## config.mk

```make
export PLATFORM = sky130hd
export DESIGN_NAME = decode_int_sched_flat
export DESIGN_NICKNAME = d
export VERILOG_FILES = /design/src/rtl/decode_int_sched_if.sv /design/src/rtl/decode_int_sched.sv /design/src/flat_wrapper.sv
export SDC_FILE = /design/constraint.sdc
export NUM_CORES = 1
export LEC_CHECK = 0
export CAP_MARGIN = 20
export CORE_ASPECT_RATIO = 0.9
export CORE_MARGIN = 2
export CORE_UTILIZATION = 44
export CTS_CLUSTER_SIZE = 8
export DETAILED_ROUTE_END_ITERATION = 6
export GPL_ROUTABILITY_DRIVEN = 0
export PLACE_DENSITY = 0.8
export SYNTH_ARGS = -nofsm -noshare
export SYNTH_HDL_FRONTEND = slang
export SYNTH_SLANG_ARGS = --single-unit
```

## constraint.sdc

```tcl
create_clock -name clk -period 5.3 [get_ports clk]
set_input_delay 0.53 -clock clk [delete_from_list [all_inputs] [get_ports clk]]
set_output_delay 0.53 -clock clk [all_outputs]
set_load 0.01 [all_outputs]
```

## src/rtl/decode_int_sched_if.sv

```systemverilog
// Bundle between the decode pipeline (master) and the interrupt scheduler (slave).
// Carries nmi_req/nmi_vector only when DECODE_INT_SCHED_NMI_EN is defined.
interface decode_int_sched_if #(
  parameter int unsigned VECW = 8
);
`ifdef DECODE_INT_SCHED_NMI_EN
  logic            nmi_req;
  logic [VECW-1:0] nmi_vector;
`endif
  logic            int_req;
  logic [VECW-1:0] int_vector;
  logic [31:0]     eflags_reg;
  logic            s0_valid;
  logic            s0_ready;
  logic            s0_rom_in_control;
  logic            iretd;
  logic            iretd_done;
  logic            flush;
  logic            handle_int_done;
  logic            handle_int;
  logic            iretd_halt;
  logic            int_ack;
  logic [VECW-1:0] int_vector_q;
  logic            busy;
  logic            timeout_err;

  modport master (
`ifdef DECODE_INT_SCHED_NMI_EN
    output nmi_req, nmi_vector,
`endif
    output int_req, int_vector, eflags_reg, s0_valid, s0_ready, s0_rom_in_control,
    output iretd, iretd_done, flush, handle_int_done,
    input  handle_int, iretd_halt, int_ack, int_vector_q, busy, timeout_err
  );

  modport slave (
`ifdef DECODE_INT_SCHED_NMI_EN
    input  nmi_req, nmi_vector,
`endif
    input  int_req, int_vector, eflags_reg, s0_valid, s0_ready, s0_rom_in_control,
    input  iretd, iretd_done, flush, handle_int_done,
    output handle_int, iretd_halt, int_ack, int_vector_q, busy, timeout_err
  );
endinterface

```

## src/rtl/decode_int_sched.sv

```systemverilog
// Interrupt injection scheduler: latches a request, waits for a decode boundary, injects the ROM
// sequence and watches for completion. Optional NMI path under DECODE_INT_SCHED_NMI_EN.
module decode_int_sched #(
  parameter int unsigned TIMEOUT = 255,
  parameter int unsigned VECW    = 8
) (
  input logic               clk,
  input logic               reset,
  decode_int_sched_if.slave bus
);

  typedef enum logic [2:0] {
    IDLE      = 3'd0,
    WAIT_BND  = 3'd1,
    INJECT    = 3'd2,
    WAIT_DONE = 3'd3,
    IRET_HOLD = 3'd4
  } state_t;

  state_t          state, state_n;
  logic            pending, pending_n;
  logic [VECW-1:0] vec_q, vec_n;
  logic [15:0]     cnt, cnt_n;
  logic            terr, terr_n;
  logic            ack, ack_n;
  logic            boundary, take_int, clr_pend;
  logic            eflags_unused;
`ifdef DECODE_INT_SCHED_NMI_EN
  logic            nmi_q, nmi_n, halt_q, halt_n, take_nmi;
`endif

  assign eflags_unused = ^{bus.eflags_reg[31:10], bus.eflags_reg[8:0]};
  assign boundary = !bus.s0_rom_in_control && (!bus.s0_valid || bus.s0_ready);
  assign take_int = !pending && bus.int_req && bus.eflags_reg[9];
`ifdef DECODE_INT_SCHED_NMI_EN
  assign take_nmi = !pending && bus.nmi_req;
`endif

  always_comb begin
    state_n   = state;
    pending_n = pending;
    vec_n     = vec_q;
    cnt_n     = '0;
    terr_n    = terr;
    ack_n     = 1'b0;
    clr_pend  = 1'b0;
`ifdef DECODE_INT_SCHED_NMI_EN
    nmi_n     = nmi_q;
    halt_n    = halt_q;
`endif
    unique case (state)
      IDLE: begin
        if (bus.s0_valid && bus.iretd) state_n = IRET_HOLD;
        else if (pending)              state_n = WAIT_BND;
      end
      WAIT_BND: begin
        if (!bus.flush && boundary) state_n = INJECT;
      end
      INJECT: state_n = WAIT_DONE;
      WAIT_DONE: begin
        cnt_n = cnt + 16'd1;
        if (bus.handle_int_done) begin
          state_n  = IDLE;
          ack_n    = 1'b1;
          clr_pend = 1'b1;
        end else if (cnt == 16'(TIMEOUT - 1)) begin
          state_n  = IDLE;
          terr_n   = 1'b1;
          clr_pend = 1'b1;
        end
      end
      IRET_HOLD: begin
`ifdef DECODE_INT_SCHED_NMI_EN
        // An NMI pre-empts the IRETD wait; the front end stays halted until it is acknowledged.
        if (pending && nmi_q) begin
          state_n = WAIT_BND;
          halt_n  = 1'b1;
        end else
`endif
        if (bus.iretd_done || bus.flush) state_n = IDLE;
      end
      default: state_n = IDLE;
    endcase

    // Completion releases the old request before a new one can be latched on a later cycle.
    if (clr_pend) begin
      pending_n = 1'b0;
`ifdef DECODE_INT_SCHED_NMI_EN
      nmi_n     = 1'b0;
      halt_n    = 1'b0;
    end else if (take_nmi) begin
      pending_n = 1'b1;
      nmi_n     = 1'b1;
      vec_n     = bus.nmi_vector;
`endif
    end else if (take_int) begin
      pending_n = 1'b1;
      vec_n     = bus.int_vector;
    end
  end

  always_ff @(posedge clk or negedge reset) begin
    if (!reset) begin
      state   <= IDLE;
      pending <= 1'b0;
      vec_q   <= '0;
      cnt     <= '0;
      terr    <= 1'b0;
      ack     <= 1'b0;
`ifdef DECODE_INT_SCHED_NMI_EN
      nmi_q   <= 1'b0;
      halt_q  <= 1'b0;
`endif
    end else begin
      state   <= state_n;
      pending <= pending_n;
      vec_q   <= vec_n;
      cnt     <= cnt_n;
      terr    <= terr_n;
      ack     <= ack_n;
`ifdef DECODE_INT_SCHED_NMI_EN
      nmi_q   <= nmi_n;
      halt_q  <= halt_n;
`endif
    end
  end

  assign bus.handle_int   = (state == INJECT) || (state == WAIT_DONE);
`ifdef DECODE_INT_SCHED_NMI_EN
  assign bus.iretd_halt   = (state == IRET_HOLD) || halt_q;
`else
  assign bus.iretd_halt   = (state == IRET_HOLD);
`endif
  assign bus.int_ack      = ack;
  assign bus.int_vector_q = vec_q;
  assign bus.busy         = (state != IDLE);
  assign bus.timeout_err  = terr;

endmodule

```

## src/flat_wrapper.sv

```systemverilog
// flat-port wrapper written by rule: the top's interface ports become plain ports
module decode_int_sched_flat 
#(
  parameter int unsigned TIMEOUT = 255,
  parameter int unsigned VECW    = 8
)
  (clk, reset, bus_int_req, bus_int_vector, bus_eflags_reg, bus_s0_valid, bus_s0_ready, bus_s0_rom_in_control, bus_iretd, bus_iretd_done, bus_flush, bus_handle_int_done, bus_handle_int, bus_iretd_halt, bus_int_ack, bus_int_vector_q, bus_busy, bus_timeout_err);
  decode_int_sched_if #(.VECW(VECW)) bus_i ();
  input logic clk;
  input logic reset;
  input wire logic [$bits(bus_i.int_req)-1:0] bus_int_req;
  input wire logic [$bits(bus_i.int_vector)-1:0] bus_int_vector;
  input wire logic [$bits(bus_i.eflags_reg)-1:0] bus_eflags_reg;
  input wire logic [$bits(bus_i.s0_valid)-1:0] bus_s0_valid;
  input wire logic [$bits(bus_i.s0_ready)-1:0] bus_s0_ready;
  input wire logic [$bits(bus_i.s0_rom_in_control)-1:0] bus_s0_rom_in_control;
  input wire logic [$bits(bus_i.iretd)-1:0] bus_iretd;
  input wire logic [$bits(bus_i.iretd_done)-1:0] bus_iretd_done;
  input wire logic [$bits(bus_i.flush)-1:0] bus_flush;
  input wire logic [$bits(bus_i.handle_int_done)-1:0] bus_handle_int_done;
  output wire logic [$bits(bus_i.handle_int)-1:0] bus_handle_int;
  output wire logic [$bits(bus_i.iretd_halt)-1:0] bus_iretd_halt;
  output wire logic [$bits(bus_i.int_ack)-1:0] bus_int_ack;
  output wire logic [$bits(bus_i.int_vector_q)-1:0] bus_int_vector_q;
  output wire logic [$bits(bus_i.busy)-1:0] bus_busy;
  output wire logic [$bits(bus_i.timeout_err)-1:0] bus_timeout_err;
  assign bus_i.int_req = bus_int_req;
  assign bus_i.int_vector = bus_int_vector;
  assign bus_i.eflags_reg = bus_eflags_reg;
  assign bus_i.s0_valid = bus_s0_valid;
  assign bus_i.s0_ready = bus_s0_ready;
  assign bus_i.s0_rom_in_control = bus_s0_rom_in_control;
  assign bus_i.iretd = bus_iretd;
  assign bus_i.iretd_done = bus_iretd_done;
  assign bus_i.flush = bus_flush;
  assign bus_i.handle_int_done = bus_handle_int_done;
  assign bus_handle_int = bus_i.handle_int;
  assign bus_iretd_halt = bus_i.iretd_halt;
  assign bus_int_ack = bus_i.int_ack;
  assign bus_int_vector_q = bus_i.int_vector_q;
  assign bus_busy = bus_i.busy;
  assign bus_timeout_err = bus_i.timeout_err;
  decode_int_sched #(.TIMEOUT(TIMEOUT), .VECW(VECW)) u_core (.clk(clk), .reset(reset), .bus(bus_i));
endmodule
```

==> results of run 1 <==
[registers in the layout, summed over array words and instances (netlist names)]
signal,cells
u_core.bus.timeout_err,1
u_core.state,3
u_core.cnt,16
u_core.bus.int_vector_q,8
u_core.pending,1
u_core.bus.int_ack,1
[path summary, 6_finish.rpt]
check | startpoint | to | slack [ns] | cells past startpoint
min in group asynchronous | reset | u_core.state[0] | 0.58 | 2
setup reg to reg | u_core.state[0] | u_core.bus.int_vector_q[3] | 3.35 | 4
hold reg to reg | u_core.cnt[0] | u_core.cnt[0] | 0.48 | 1
setup / recovery | u_core.state[1] | bus_busy | 2.96 | 2
max in group asynchronous | reset | u_core.cnt[3] | 4.43 | 2
hold / removal | u_core.cnt[0] | u_core.cnt[0] | 0.48 | 1
[stage by stage]
step           hold slack (ns)  instance area [sq um]  std cells
5_1_grt                 0.5044                   1824        211
3_5_place_dp            0.4757                   1773        205
3_3_place_gp            0.4606                   1773        205
4_1_cts                 0.4877                   1824        211
6_report                0.4846                   1824        211
2_1_floorplan           0.2344                   1426        136
[cell type report]
type	count	area, sq um	share of cell area, %
Clock buffer	6	51.30	2.812
Inverter	5	18.77	1.029
Timing Repair Buffer	32	317.8	17.42
Sequential cell	30	750.7	41.15
Tap cell	42	52.55	2.881
Multi-Input combinational cell	96	633.1	34.71
[cell usage in the layout (no fill, tap or decap), drive strengths merged, types with 2 or more instances in the layout]
cell	instances
clkdlybuf4s50	31
dfrtp	30
nor2	19
nand2	10
xor2	8
mux2	8
nand3	7
a21oi	6
clkbuf	6
inv	5
o21ai	4
and4	3
and2	3
nand4	3
or4	3
nor3	3
or3	3
a211oi	2
ha	2
[routing by layer]
metal	wire length, microns	part of all wire [%]	vias up
met2	1475	48	34
met4	15	0.49	0
met5	0	0	-
met3	184	6.0	3
li1	-	-	545
met1	1384	45	540
[critical path, stage by stage, from the launching register on]
cell and delay [ns]:
dfrtp_1 0.47, or3_2 0.51, clkdlybuf4s50_1 0.50
[power groups by stage]
stage | clock network, mW | registers, mW | logic [mW]
2_1_floorplan | 0 | 0.324 | 0.109
3_3_place_gp | 0 | 0.315 | 0.226
3_5_place_dp | 0 | 0.321 | 0.234
4_1_cts | 0.138 | 0.316 | 0.234
5_1_grt | 0.147 | 0.323 | 0.250
6_report | 0.133 | 0.316 | 0.231
[cell families after synthesis]
kind of cell             count (synthesis)  synth area share (%)
AND/OR/NAND/NOR                         57                 20.44
flip-flops                              30                 52.63
AO/OA/AOI/OAI                           20                 10.35
buffers and inverters                   10                 2.982
XOR/XNOR                                 9                 5.527
multiplexers                             8                 6.316
adder cells (fa/ha/maj)                  2                 1.754
==> summary.md, run 1 <==
| Metric | Value |
|---|---|
| Switching power | 0.2114 mW |
| Initial antenna violation count | 0 |
| Post-synthesis cell type count | 33 |
| Final core occ | 59.49% |
| Avg Vias per Cell | 5.318 |
| DRT iter0 DRCs | 33 |
| Num CTS Buffers | 5 |
| Area leader, netlist | dfrtp_1 |
| Clock slew at reported path FFs | 0.09 ns |
| Clock root buffer | clkbuf_4 |
| Drt pass-1 iters | 4 |
| Syn-to-layout area delta | 27.89% |
| Avg Cell Area, Syn | 10.49 sq um |
| Worst-Margin Slew | 0.7782 ns |
| Post-synthesis cell area | 1426 sq um |
| Grt met2 use | 29.46% |
| Skew final | 0.01183 ns |
| Total grt overflow | 0 |
| Synth Register Bits | 30 |
| Post-synth top area share | 52.63% |
| Num ports | 63 |
| First-pass GRT wire length | 5078 microns |
| # rows | 19 |
| WL per Instance | 14.50 microns |
| RSZ-0062 raised after global routing | no |
| Critical path type | reg -> out |
| Initial Utilization | 46.51% |
| Seq/Total Area, Yosys | 52.63% |
| Final hold violations | 0 |
| Post-CTS Resized | 0 |
| N_diodes | 0 |
| Final Setup Violations | 0 |
| Logic pwr share | 34.0% |
| Post-Place Setup Slack | 3.100 ns |
| Cts hold-fix bufs | 0 |
| Smallest setup slack after layout | 2.958 ns |
| Clock power frac | 19.5% |
| Pin count of the biggest net entering global routing | 31 |
| Sink Count | 30 |
| TritonCTS clock tree | built |
| Startpoint Class | flip-flop |
| Met1 usage | 21.50% |
| NumNets Final | 222 |
| Routed WL | 3060 microns |
| Grt peak-use layer | met2 |
| Flop pwr share | 46.5% |
| Clock Tree Buf Depth | 2 |
| Final HPWL DP | 2204 microns |
| Layout cell share with drive strength beyond 1 | 11.24% |
| Worst vdd ir | 0.0001900 V |
| Cell internal pwr | 0.4683 mW |
| Total GRT Usage | 17.87% |
| Status | complete, no violations |
| Die area | 3714 sq um |
| Worst-Skew Late Latency | 0.33 ns |
| Syn Nets | 188 |
| Fill cells | 239 |
| Cell count after synthesis | 136 |
| Switching Share | 31.10% |
| Ys async rst share | 100.0% |
| Post-layout min period | 2.342 ns |
| Port-buffer cells | 31 |
| Most frequent cell after synthesis | dfrtp_1 |
| Rel. slew slack | 47.72% |
| H-Tree Depth | 2 |
| Crit end category | output port |
| Synth Flop Type | dfrtp_1 |
| Total negative slack | 0 ns |
| Fmax achieved | 0.4270 GHz |
| Die height | 58.02 microns |
| Total power draw | 0.6798 mW |
| Worst Hold Class | reg -> reg |
| Commonest cells post-synth | dfrtp_1, nor2_1, nand2_1 |
| Drt drc | 0 |
| Remaining antenna violation count | 0 |
| LEAKAGE | 0.7502 nW |
| Fin. max-slew vios | 0 |
| Power density over the cells | 372.6 nW/um^2 |
| Max_cap viols | 0 |
| Vias in the first global route | 1137 |
| Core Footprint | 3067 sq um |
| Die width | 64.02 microns |
| Worst Path Max Fanout | 8 |
| Critical Path RT | 4.77 ns |
| EDFF count, synth | 0 |
| Dominant cells by area after synthesis | dfrtp_1, mux2_2, nor2_1 |
| Met3 Resource Use GR | 6.796% |
| Postcts setup bufs | 0 |
| Fin crit share | 44.18% |
| Data arrival time of the worst path | 1.81 ns |
| Routed vias | 1122 |
| Yosys warns | 0 |
Note: power is estimated with default switching activity, not from simulation.
==> run 2: changes to the inputs <==
- CORE_UTILIZATION: 44 -> 41
- PLACE_DENSITY: 0.8 -> 0.75
- clock period: 5.3 -> 2.3 ns (I/O delays scaled with it)
==> run 2 against run 1 <==
Die area is 6.8% higher. Non-clock buffer count is 2 higher. Global-route usage is 0.98 points lower. Cell area is 6.0% higher. Hold slack worse by 0.16 ns. Wire length is 4.3% lower. Via count is 3.7% higher. Register-to-register slack worse by 3.0 ns. Count of clock-buffer cells in the layout stayed put. First-iteration DRC count is 64% higher. Core utilization is 1.8 points lower. Worst setup slack worse by 2.6 ns. Critical endpoint unchanged. Largest cell class unchanged.
==> summary.md, run 2 (synthesis results as in run 1) <==
| Metric | Value |
|---|---|
| Status | complete, no violations |
| N_diodes | 0 |
| Critical path type | reg -> out |
| H-Tree Depth | 2 |
| Routed WL | 2927 microns |
| Initial antenna violation count | 0 |
| Syn-to-layout area delta | 35.53% |
| First-pass GRT wire length | 4940 microns |
| Skew final | 0.009958 ns |
| Port-buffer cells | 31 |
| Placed instance count | 209 |
| Fin. max-slew vios | 0 |
| CP Cell Sequence | or3_2, clkdlybuf4s50_1 |
| # rows | 20 |
| Vias in the first global route | 1134 |
| Post-Layout Cell Count | 217 |
| Worst-Skew Late Latency | 0.28 ns |
| Routed vias | 1164 |
| Rel. slew slack | 76.07% |
| Most frequent cells in the layout | clkdlybuf4s50_1, dfrtp_1, nor2_1 |
| WL per Instance | 13.49 microns |
| Num CTS Buffers | 5 |
| Post-CTS Resized | 0 |
| Startpoint Class | flip-flop |
| Die height | 59.96 microns |
| Final instance area | 1933 sq um |
| Slowest stage cell on the critical path | or3_2 |
| Clock root buffer | clkbuf_8 |
| Drt pass-1 iters | 5 |
| Die width | 66.18 microns |
| Post-layout min period | 1.950 ns |
| Worst Hold Class | in -> async |
| Sink Count | 30 |
| NumNets Final | 224 |
| Commonest non-fill, non-tap cell in the layout | clkdlybuf4s50_1 |
| Final Setup Violations | 0 |
| Total grt overflow | 0 |
| CP Buf/Inv Count | 1 |
| Num ports | 63 |
| Worst-Margin Slew | 0.3498 ns |
| Crit end category | output port |
| Cts hold-fix bufs | 0 |
| Max_cap viols | 0 |
| Placement Cell Area | 1790 sq um |
| Layout cell share with drive strength beyond 1 | 13.29% |
| Clock slew at reported path FFs | 0.07 ns |
| Total negative slack | 0 ns |
| Power density over the cells | 995.5 nW/um^2 |
| Initial Utilization | 42.54% |
| Worst hold slack | 0.3253 ns |
| Clock Tree Buf Depth | 2 |
| Most flops, register | u_core.cnt |
| Total power draw | 1.924 mW |
| Data arrival time of the worst path | 1.72 ns |
| Total GRT Usage | 16.89% |
| Worst Path Max Fanout | 8 |
| Core Footprint | 3353 sq um |
| RSZ-0062 raised after global routing | no |
| Postcts setup bufs | 0 |
| LEAKAGE | 0.8000 nW |
| Max FFs per register | 16 |
| TritonCTS clock tree | built |
| Fmax achieved | 0.5128 GHz |
| Final hold violations | 0 |
| Critical Path RT | 2.07 ns |
| Crit-path max cell delay | 0.49 ns |
| Worst vdd ir | 0.0006423 V |
| Remaining antenna violation count | 0 |
| Pin count of the biggest net entering global routing | 31 |
| Avg Vias per Cell | 5.364 |
| Critical path's top delay family | simple AND/OR/NAND/NOR gates |
| DRT iter0 DRCs | 54 |
| Final HPWL DP | 2099 microns |
| Drt drc | 0 |
| Die area | 3968 sq um |
| Fin crit share | 84.79% |
==> run 2: worst paths after layout <==
kind | startpoint | end | slack, ns | cells after the start
worst max-delay path | u_core.state[1] | bus_busy | 0.35 | 2
worst min-delay path | reset | u_core.state[2] | 0.33 | 2
worst max register to register | u_core.state[1] | u_core.bus.int_vector_q[2] | 0.40 | 4
worst min register to register | u_core.cnt[0] | u_core.cnt[0] | 0.48 | 1
max in group asynchronous | reset | u_core.cnt[1] | 1.69 | 2
min in group clk | u_core.cnt[0] | u_core.cnt[0] | 0.48 | 1
==> run 2: stage by stage <==
stage | utilization (%) | worst slack, ns
after floorplan | - | 0.4574
after detailed placement | 53.40 | 0.4099
after global routing | 57.65 | 0.2896
after global placement | 53.40 | 0.4399
after CTS | 57.65 | 0.3480
final | 57.65 | 0.3499
==> run 2: power by group <==
| group | switching [mW] | leakage (nW) | internal [mW] |
|---|---|---|---|
| Combinational | 0.228 | 0.335 | 0.312 |
| Sequential | 0.0855 | 0.394 | 0.640 |
| Clock | 0.197 | 0.0714 | 0.462 |
| Total | 0.510 | 0.800 | 1.41 |
==> run 2: routing by layer <==
| layer | up-vias | global-route usage (%) | part of all wire, % |
|---|---|---|---|
| met3 | 5 | 5.085 | 7.0 |
| met2 | 38 | 29.29 | 50 |
| met4 | 0 | 6.997 | 1.4 |
| met1 | 572 | 19.54 | 41 |
| met5 | - | 0 | 0 |
| li1 | 549 | - | - |
==> run 2: cell type report <==
type                            count  area [sq um]
Fill cell                         295          1420
Sequential cell                    30         750.7
Multi-Input combinational cell     96         633.1
Timing Repair Buffer               34         332.8
Clock buffer                        6         82.58
Clock inverter                      2         60.06
Tap cell                           44         55.05
Inverter                            5         18.77
